`src/rtl/lane_write_sequencer_if.sv`:
```
// Handshake bus for lane_write_sequencer: upstream word stream in, registered lane write out.
// master = upstream/consumer side, slave = the sequencer.
interface lane_write_sequencer_if #(
    parameter int DATA_W = 8,
    parameter int IDX_W  = 4
);
    logic              in_valid;
    logic              in_ready;
    logic [DATA_W-1:0] in_data;
    logic [IDX_W-1:0]  lane_idx;
    logic              wr_en;
    logic [DATA_W-1:0] wr_data;

    modport master (
        output in_valid,
        output in_data,
        input  in_ready,
        input  lane_idx,
        input  wr_en,
        input  wr_data
    );

    modport slave (
        input  in_valid,
        input  in_data,
        output in_ready,
        output lane_idx,
        output wr_en,
        output wr_data
    );
endinterface

```
`src/rtl/lane_write_sequencer.sv`:
```
// Assigns a burst of upstream words to compute-tile lanes in order, one registered write per word.
// Optional lane skipping is enabled with `define LANE_SKIP_MASK_EN (adds the lane_mask port).
module lane_write_sequencer #(
    parameter int DATA_W    = 8,
    parameter int IDX_W     = 4,
    parameter int NUM_LANES = 16
) (
    input  logic                 clk,
    input  logic                 rst_n,
    input  logic                 start,
`ifdef LANE_SKIP_MASK_EN
    input  logic [NUM_LANES-1:0] lane_mask,
`endif
    input  logic [IDX_W:0]       count,
    input  logic                 abort,
    output logic                 busy,
    output logic                 done,
    lane_write_sequencer_if.slave bus
);

    typedef enum logic [0:0] {
        ST_IDLE = 1'b0,
        ST_LOAD = 1'b1
    } state_t;

    localparam logic [IDX_W:0] MAX_CNT = (IDX_W + 1)'(NUM_LANES);

    state_t              state_q, state_d;
    logic [IDX_W:0]      remaining_q, remaining_d;
    logic [IDX_W-1:0]    ptr_q, ptr_d;
    logic [IDX_W-1:0]    lane_idx_q, lane_idx_d;
    logic [DATA_W-1:0]   wr_data_q, wr_data_d;
    logic                wr_en_q, wr_en_d;
    logic                busy_q, busy_d;
    logic                done_q, done_d;

    logic                in_ready_s;
    logic                accept_s;
    logic                last_s;
    logic                start_ok_s;
    logic [IDX_W:0]      count_clamped_s;
    logic [IDX_W-1:0]    first_lane_s;
    logic [IDX_W-1:0]    next_lane_s;

`ifdef LANE_SKIP_MASK_EN
    logic [NUM_LANES-1:0] mask_q, mask_d;

    // Next enabled lane strictly after cur, wrapping; searching from the top lane yields the lowest set bit.
    function automatic logic [IDX_W-1:0] next_enabled(input logic [NUM_LANES-1:0] mask,
                                                      input logic [IDX_W-1:0]     cur);
        logic [IDX_W-1:0] res;
        logic [IDX_W-1:0] cand;
        logic             found;
        res   = cur;
        found = 1'b0;
        for (int i = 1; i <= NUM_LANES; i++) begin
            cand = cur + IDX_W'(i);
            if (!found && mask[cand]) begin
                res   = cand;
                found = 1'b1;
            end else begin
                res   = res;
            end
        end
        return res;
    endfunction

    assign start_ok_s   = start & ~abort & (lane_mask != {NUM_LANES{1'b0}});
    assign first_lane_s = next_enabled(lane_mask, IDX_W'(NUM_LANES - 1));
    assign next_lane_s  = next_enabled(mask_q, ptr_q);
`else
    assign start_ok_s   = start & ~abort;
    assign first_lane_s = {IDX_W{1'b0}};
    assign next_lane_s  = ptr_q + {{(IDX_W-1){1'b0}}, 1'b1};
`endif

    assign count_clamped_s = ((count == {(IDX_W+1){1'b0}}) || (count > MAX_CNT)) ? MAX_CNT : count;
    assign last_s          = (remaining_q == {{IDX_W{1'b0}}, 1'b1});

    // FSM state register
    always_ff @(posedge clk or negedge rst_n) begin
        if (!rst_n) begin
            state_q <= ST_IDLE;
        end else begin
            state_q <= state_d;
        end
    end

    // FSM next-state logic
    always_comb begin
        state_d = state_q;
        case (state_q)
            ST_IDLE: begin
                if (start_ok_s) begin
                    state_d = ST_LOAD;
                end else begin
                    state_d = ST_IDLE;
                end
            end
            ST_LOAD: begin
                if (abort || (accept_s && last_s)) begin
                    state_d = ST_IDLE;
                end else begin
                    state_d = ST_LOAD;
                end
            end
            default: state_d = ST_IDLE;
        endcase
    end

    // FSM outputs: abort masks ready combinationally so no word slips in during the abort cycle
    always_comb begin
        in_ready_s = 1'b0;
        case (state_q)
            ST_IDLE: in_ready_s = 1'b0;
            ST_LOAD: in_ready_s = ~abort;
            default: in_ready_s = 1'b0;
        endcase
        accept_s = in_ready_s & bus.in_valid;
    end

    // Datapath next values: burst setup, lane pointer advance and the registered write
    always_comb begin
        remaining_d = remaining_q;
        ptr_d       = ptr_q;
        lane_idx_d  = lane_idx_q;
        wr_data_d   = wr_data_q;
        wr_en_d     = accept_s;
        done_d      = accept_s & last_s;
        busy_d      = (state_d == ST_LOAD) | (accept_s & last_s);
`ifdef LANE_SKIP_MASK_EN
        mask_d      = mask_q;
`endif
        if ((state_q == ST_IDLE) && start_ok_s) begin
            remaining_d = count_clamped_s;
            ptr_d       = first_lane_s;
`ifdef LANE_SKIP_MASK_EN
            mask_d      = lane_mask;
`endif
        end else if (accept_s) begin
            remaining_d = remaining_q - {{IDX_W{1'b0}}, 1'b1};
            ptr_d       = next_lane_s;
            lane_idx_d  = ptr_q;
            wr_data_d   = bus.in_data;
        end else begin
            remaining_d = remaining_q;
        end
    end

    // Datapath registers
    always_ff @(posedge clk or negedge rst_n) begin
        if (!rst_n) begin
            remaining_q <= {(IDX_W+1){1'b0}};
            ptr_q       <= {IDX_W{1'b0}};
            lane_idx_q  <= {IDX_W{1'b0}};
            wr_data_q   <= {DATA_W{1'b0}};
            wr_en_q     <= 1'b0;
            busy_q      <= 1'b0;
            done_q      <= 1'b0;
`ifdef LANE_SKIP_MASK_EN
            mask_q      <= {NUM_LANES{1'b0}};
`endif
        end else begin
            remaining_q <= remaining_d;
            ptr_q       <= ptr_d;
            lane_idx_q  <= lane_idx_d;
            wr_data_q   <= wr_data_d;
            wr_en_q     <= wr_en_d;
            busy_q      <= busy_d;
            done_q      <= done_d;
`ifdef LANE_SKIP_MASK_EN
            mask_q      <= mask_d;
`endif
        end
    end

    assign bus.in_ready = in_ready_s;
    assign bus.lane_idx = lane_idx_q;
    assign bus.wr_en    = wr_en_q;
    assign bus.wr_data  = wr_data_q;
    assign busy         = busy_q;
    assign done         = done_q;

endmodule

```
`src/flat_wrapper.sv`:
```
// flat-port wrapper written by rule: the top's interface ports become plain ports
module lane_write_sequencer_flat 
#(
    parameter int DATA_W    = 8,
    parameter int IDX_W     = 4,
    parameter int NUM_LANES = 16
)
  (clk, rst_n, start, count, abort, busy, done, bus_in_valid, bus_in_data, bus_in_ready, bus_lane_idx, bus_wr_en, bus_wr_data);
  lane_write_sequencer_if #(.DATA_W(DATA_W), .IDX_W(IDX_W)) bus_i ();
  input  logic clk;
  input  logic rst_n;
  input  logic start;
  input  logic [IDX_W:0] count;
  input  logic abort;
  output logic busy;
  output logic done;
  input wire logic [$bits(bus_i.in_valid)-1:0] bus_in_valid;
  input wire logic [$bits(bus_i.in_data)-1:0] bus_in_data;
  output wire logic [$bits(bus_i.in_ready)-1:0] bus_in_ready;
  output wire logic [$bits(bus_i.lane_idx)-1:0] bus_lane_idx;
  output wire logic [$bits(bus_i.wr_en)-1:0] bus_wr_en;
  output wire logic [$bits(bus_i.wr_data)-1:0] bus_wr_data;
  assign bus_i.in_valid = bus_in_valid;
  assign bus_i.in_data = bus_in_data;
  assign bus_in_ready = bus_i.in_ready;
  assign bus_lane_idx = bus_i.lane_idx;
  assign bus_wr_en = bus_i.wr_en;
  assign bus_wr_data = bus_i.wr_data;
  lane_write_sequencer #(.DATA_W(DATA_W), .IDX_W(IDX_W), .NUM_LANES(NUM_LANES)) u_core (.clk(clk), .rst_n(rst_n), .start(start), .count(count), .abort(abort), .busy(busy), .done(done), .bus(bus_i));
endmodule
```
`config.mk`:
```
export PLATFORM = sky130hd
export DESIGN_NAME = lane_write_sequencer_flat
export DESIGN_NICKNAME = d
export VERILOG_FILES = /design/src/rtl/lane_write_sequencer_if.sv /design/src/rtl/lane_write_sequencer.sv /design/src/flat_wrapper.sv
export SDC_FILE = /design/constraint.sdc
export NUM_CORES = 1
export LEC_CHECK = 0
export CORE_ASPECT_RATIO = 0.6
export CORE_UTILIZATION = 44
export CTS_CLUSTER_DIAMETER = 30
export DETAILED_ROUTE_END_ITERATION = 7
export PLACE_DENSITY = 0.84
export SLEW_MARGIN = 20
export SYNTH_ARGS = -nofsm -noshare
export SYNTH_HDL_FRONTEND = slang
export SYNTH_SLANG_ARGS = --single-unit
```
`constraint.sdc`:
```
create_clock -name clk -period 1.8 [get_ports clk]
set_clock_uncertainty 0.1 [all_clocks]
set_input_delay 0.54 -clock clk [delete_from_list [all_inputs] [get_ports clk]]
set_output_delay 0.54 -clock clk [all_outputs]
set_load 0.005 [all_outputs]
```
==> summary by stage <==
Critical path
The worst setup path is launched from a flip-flop. The maximum single-stage delay on the critical path is approximately 510 ps. Measured in cells, the most critical reg-to-reg path has a length of 5. The worst path buffer plus inverter count is 1.

The internal reg-to-reg setup slack is 260 ps. In this run the critical register-to-register path is captured at u_core.state_q. The sort of element at the end of the critical path is a primary output. The worst path required time is 1160 ps. The library cell contributing the largest single delay on the critical path is sky130_fd_sc_hd__clkdlybuf4s50_1.

The worst endpoint data arrival time is about 1200 ps. Walking the worst path, the cells encountered are clkdlybuf4s50_1. The critical setup path kind is reg -> out.

The highest net fanout along the worst path is 2. The start of the worst register-to-register path is u_core.remaining_q[1]. The most critical setup path has its startpoint at u_core.bus.lane_idx[0].

The cell class contributing the biggest share of worst-path delay is buffers and inverters.

Synthesis
Of the total synthesized cell area, the portion taken by AND, OR, NAND and NOR gates is roughly a quarter. The mapped netlist covers about 0.0011 sq mm. The synthesized netlist devotes 4.400% of its cell area to adder and majority cells.

Ranked by total cell area, the synthesized netlist is headed by sky130_fd_sc_hd__dfrtp_1 55%, sky130_fd_sc_hd__nand2_1 12%, sky130_fd_sc_hd__ha_1 4.4%, sky130_fd_sc_hd__inv_1 2.0%, sky130_fd_sc_hd__nor2_1 2.0%. The most frequent cell after synthesis is sky130_fd_sc_hd__nand2_1. The commonest cells after synthesis are 37 x sky130_fd_sc_hd__nand2_1, 25 x sky130_fd_sc_hd__dfrtp_1, 6 x sky130_fd_sc_hd__inv_1, 6 x sky130_fd_sc_hd__nor2_1, 4 x sky130_fd_sc_hd__ha_1. The top cell type by area accounts for 55.01% of the synthesized area.

By area, the combinational part of the netlist is dominated by simple AND/OR/NAND/NOR gates. After Yosys synthesis, XOR and XNOR cells account for 1.540% of the synthesized area. The mean post-synth cell area is ~10 sq um. The distinct cell type count after synthesis is 32. Counting flops with a built-in enable in the synthesized netlist gives 0. The fraction of the mapped netlist area in compound gates is under 10%. For this run, the register share of the synthesized area comes to 55.01%. In the synthesized netlist the async set-or-reset flop fraction comes to 100.0%. The dominant register cell in the synthesized netlist is sky130_fd_sc_hd__dfrtp_1.

In the synthesized netlist, mux cells make up 0% of the area. The synthesized net count is 134. The synthesis-stage register bit count is 25. The cell taking the most area after synthesis is sky130_fd_sc_hd__dfrtp_1.

The number of synthesis warnings is 0. Synthesis handed over a netlist of approximately 110 instances.

Route
The count of vias placed by the detailed router is about 1000. In the routed layout, each cell is associated on average with a via count of 5.092. The remaining antenna violation count after routing is 0.

In the final routed layout, each cell accounts on average for 14.77 um. Summed over all layers, the routed wires come to 2.895 mm. Before antenna repair, the detailed router went through 4 iterations. The number of DRC violations after detailed routing is 0. The iteration-0 DRC count of the detailed router is 74.

Pwr
The peak supply drop is approximately 0.64 mV. The cell leakage power is 0.9422 nW. Dividing total power by cell area gives a power density of 939.5 mW/mm^2.

Placed design
The final weighted congestion in routability-driven placement is just over 0.8. The number of placed cells counting well taps is around 190. The HPWL after detailed placement is approximately 2 mm.

The count of port buffers added during placement is 33. The total cell area at the placement stage is approximately 0.0016 sq mm.

Clocking
No sink is reached through more buffers than the 2 on the longest clock path. The TritonCTS buffer count is 3. In this run the number of H-tree levels came out at 1. Counting every sink on the clock net gives 25. TritonCTS built the clock tree. The clock edge transition at the registers on the reported setup and hold paths is 80 ps. The later-pin clock latency in the skew report is between 200 and 300 ps. Clock tree synthesis selected as its root buffer the cell sky130_fd_sc_hd__clkbuf_8.

STA
The achievable clock frequency is 559.8 MHz. The normalized max-slew margin is 78.46%. The number of failing setup endpoints in the final timing report is 0. The clock period minus worst slack is between 1500 and 2000 ps. The worst hold slack is 377.5 ps. Adding up every negative setup slack in the final design gives 0 ps. The final hold violation count was 0.

The pin slew with the least headroom to its limit is 323.1 ps. After layout, the worst path uses 99.24% of the clock period. The max-slew violation count is 0.

Die
The starting density of the core is between 40 and 50%. The floorplan row count is 13. The floorplan die area is 0.002799 sq mm. The number of top-level pins is 34. The horizontal die dimension is 67.64 um.

In this run the vertical extent of the chip is 41.38 um. The region available for standard cell placement spans 0.002293 sq mm.

GRT
After global routing the overflow that remains totals 0. The wire length of the first global-routing pass is around 4.3 mm. The initial antenna violation count is 0. For this run, the total global-route usage over all layers was measured as 22.96%. The via count of the first global-routing pass is roughly 930.

The pin count of the biggest net entering global routing is 26.

Worst hold path
The path with the worst hold slack has its endpoint at u_core.bus.wr_data[6]. The worst hold path begins at u_core.bus.wr_data[6]. The cell depth of the worst hold path is 2.

The path class of the lowest-slack min-delay path is reg -> reg.

Cells and area
The share of the core filled with cells is 73.81%. At the end of the flow, the number of nets in the layout was 189. Summing all non-filler instances in the final layout gives an area of about 0.0017 sq mm. Relative to the synthesized area, the layout overhead comes to 48.84%. The final cell count without fillers is 196.

The repair_antennas step left the layout with diodes totalling 0. Of the cells placed in the final design, the portion with a size suffix greater than 1 is 21.69%.

Status
The flow ran to the end, and the final reports show no timing, DRC or antenna violations.

Job
The tool flagged a number of max-cap violations equal to 0.
logic make-up after synthesis:
group / count (synthesis)
compound gates: 12
xor+xnor: 2
fa+ha+maj: 4
buf+inv: 10
flops: 25
simple gates: 59
timing repair:
| action | 4_1_cts | 5_1_grt |
|---|---|---|
| pin swaps | 3 | 3 |
| gates resized for setup | 17 | 12 |
| hold buffers | 0 | 0 |
| endpoints found under the setup margin | 7 | 13 |
| buffers inserted | 0 | 3 |
area by class of cell:
| type | count | area (sq um) |
|---|---|---|
| fill | 154 | 600.6 |
| timing repair buffer | 53 | 470.5 |
| sequential | 25 | 625.6 |
| clock buffer | 4 | 45.04 |
| tap | 30 | 37.54 |
| multi-input combinational | 77 | 486.7 |
| inverter | 7 | 27.53 |
metrics by stage:
stage,setup slack (ps),total power [W]
floorplan,-85.74,0.0009618
global placement,-586.5,0.001228
detailed placement,-591.0,0.001255
CTS,1.532,0.001577
global route,-20.01,0.001697
finish,13.60,0.001591
sequential cells by signal, indices dropped and copies added (netlist names):
signal               count
u_core.bus.wr_data       8
u_core.remaining_q       5
u_core.bus.lane_idx      4
u_core.ptr_q             4
u_core.bus.wr_en         1
u_core.busy              1
u_core.done              1
u_core.state_q           1
how the worst max path moves through the flow:
stage                                  to  slack [ps]  cells past startpoint
floorplan           u_core.remaining_q[1]         -90                      4
global placement             bus_in_ready        -590                      4
detailed placement           bus_in_ready        -590                      4
CTS                 u_core.remaining_q[1]           2                      5
global route              bus_lane_idx[0]         -20                      1
finish                    bus_lane_idx[0]          10                      1
cells in the final DEF, fill, tap and decap left out, types with 2 or more instances in the layout:
cell                               n
sky130_fd_sc_hd__nand2_1          37
sky130_fd_sc_hd__inv_1             6
sky130_fd_sc_hd__nor2_1            6
sky130_fd_sc_hd__dlymetal6s2s_1    7
sky130_fd_sc_hd__o211ai_1          2
sky130_fd_sc_hd__dfrtp_1          25
sky130_fd_sc_hd__clkbuf_2          2
sky130_fd_sc_hd__o311ai_1          2
sky130_fd_sc_hd__buf_4            20
sky130_fd_sc_hd__clkdlybuf4s50_1  19
sky130_fd_sc_hd__buf_2             3
sky130_fd_sc_hd__dlygate4sd2_1     2
sky130_fd_sc_hd__or4_1             2
sky130_fd_sc_hd__clkbuf_8          3
sky130_fd_sc_hd__ha_1              3
sky130_fd_sc_hd__nand3_1           3
metal layers:
| metal | share of wire (%) | GRT usage (%) | vias up |
|---|---|---|---|
| li1 | - | - | 485 |
| met1 | 43 | 28.50 | 484 |
| met2 | 51 | 41.09 | 27 |
| met3 | 4.5 | 5.707 | 2 |
| met4 | 0.73 | 6.383 | 0 |
| met5 | 0 | 0 | - |
report_power, final:
part / internal (W) / switching (W)
Sequential: 0.000683 / 0.0000931
Combinational: 0.000284 / 0.000199
Clock: 0.000158 / 0.000173
No activity file was read; power rests on OpenSTA's default activity.
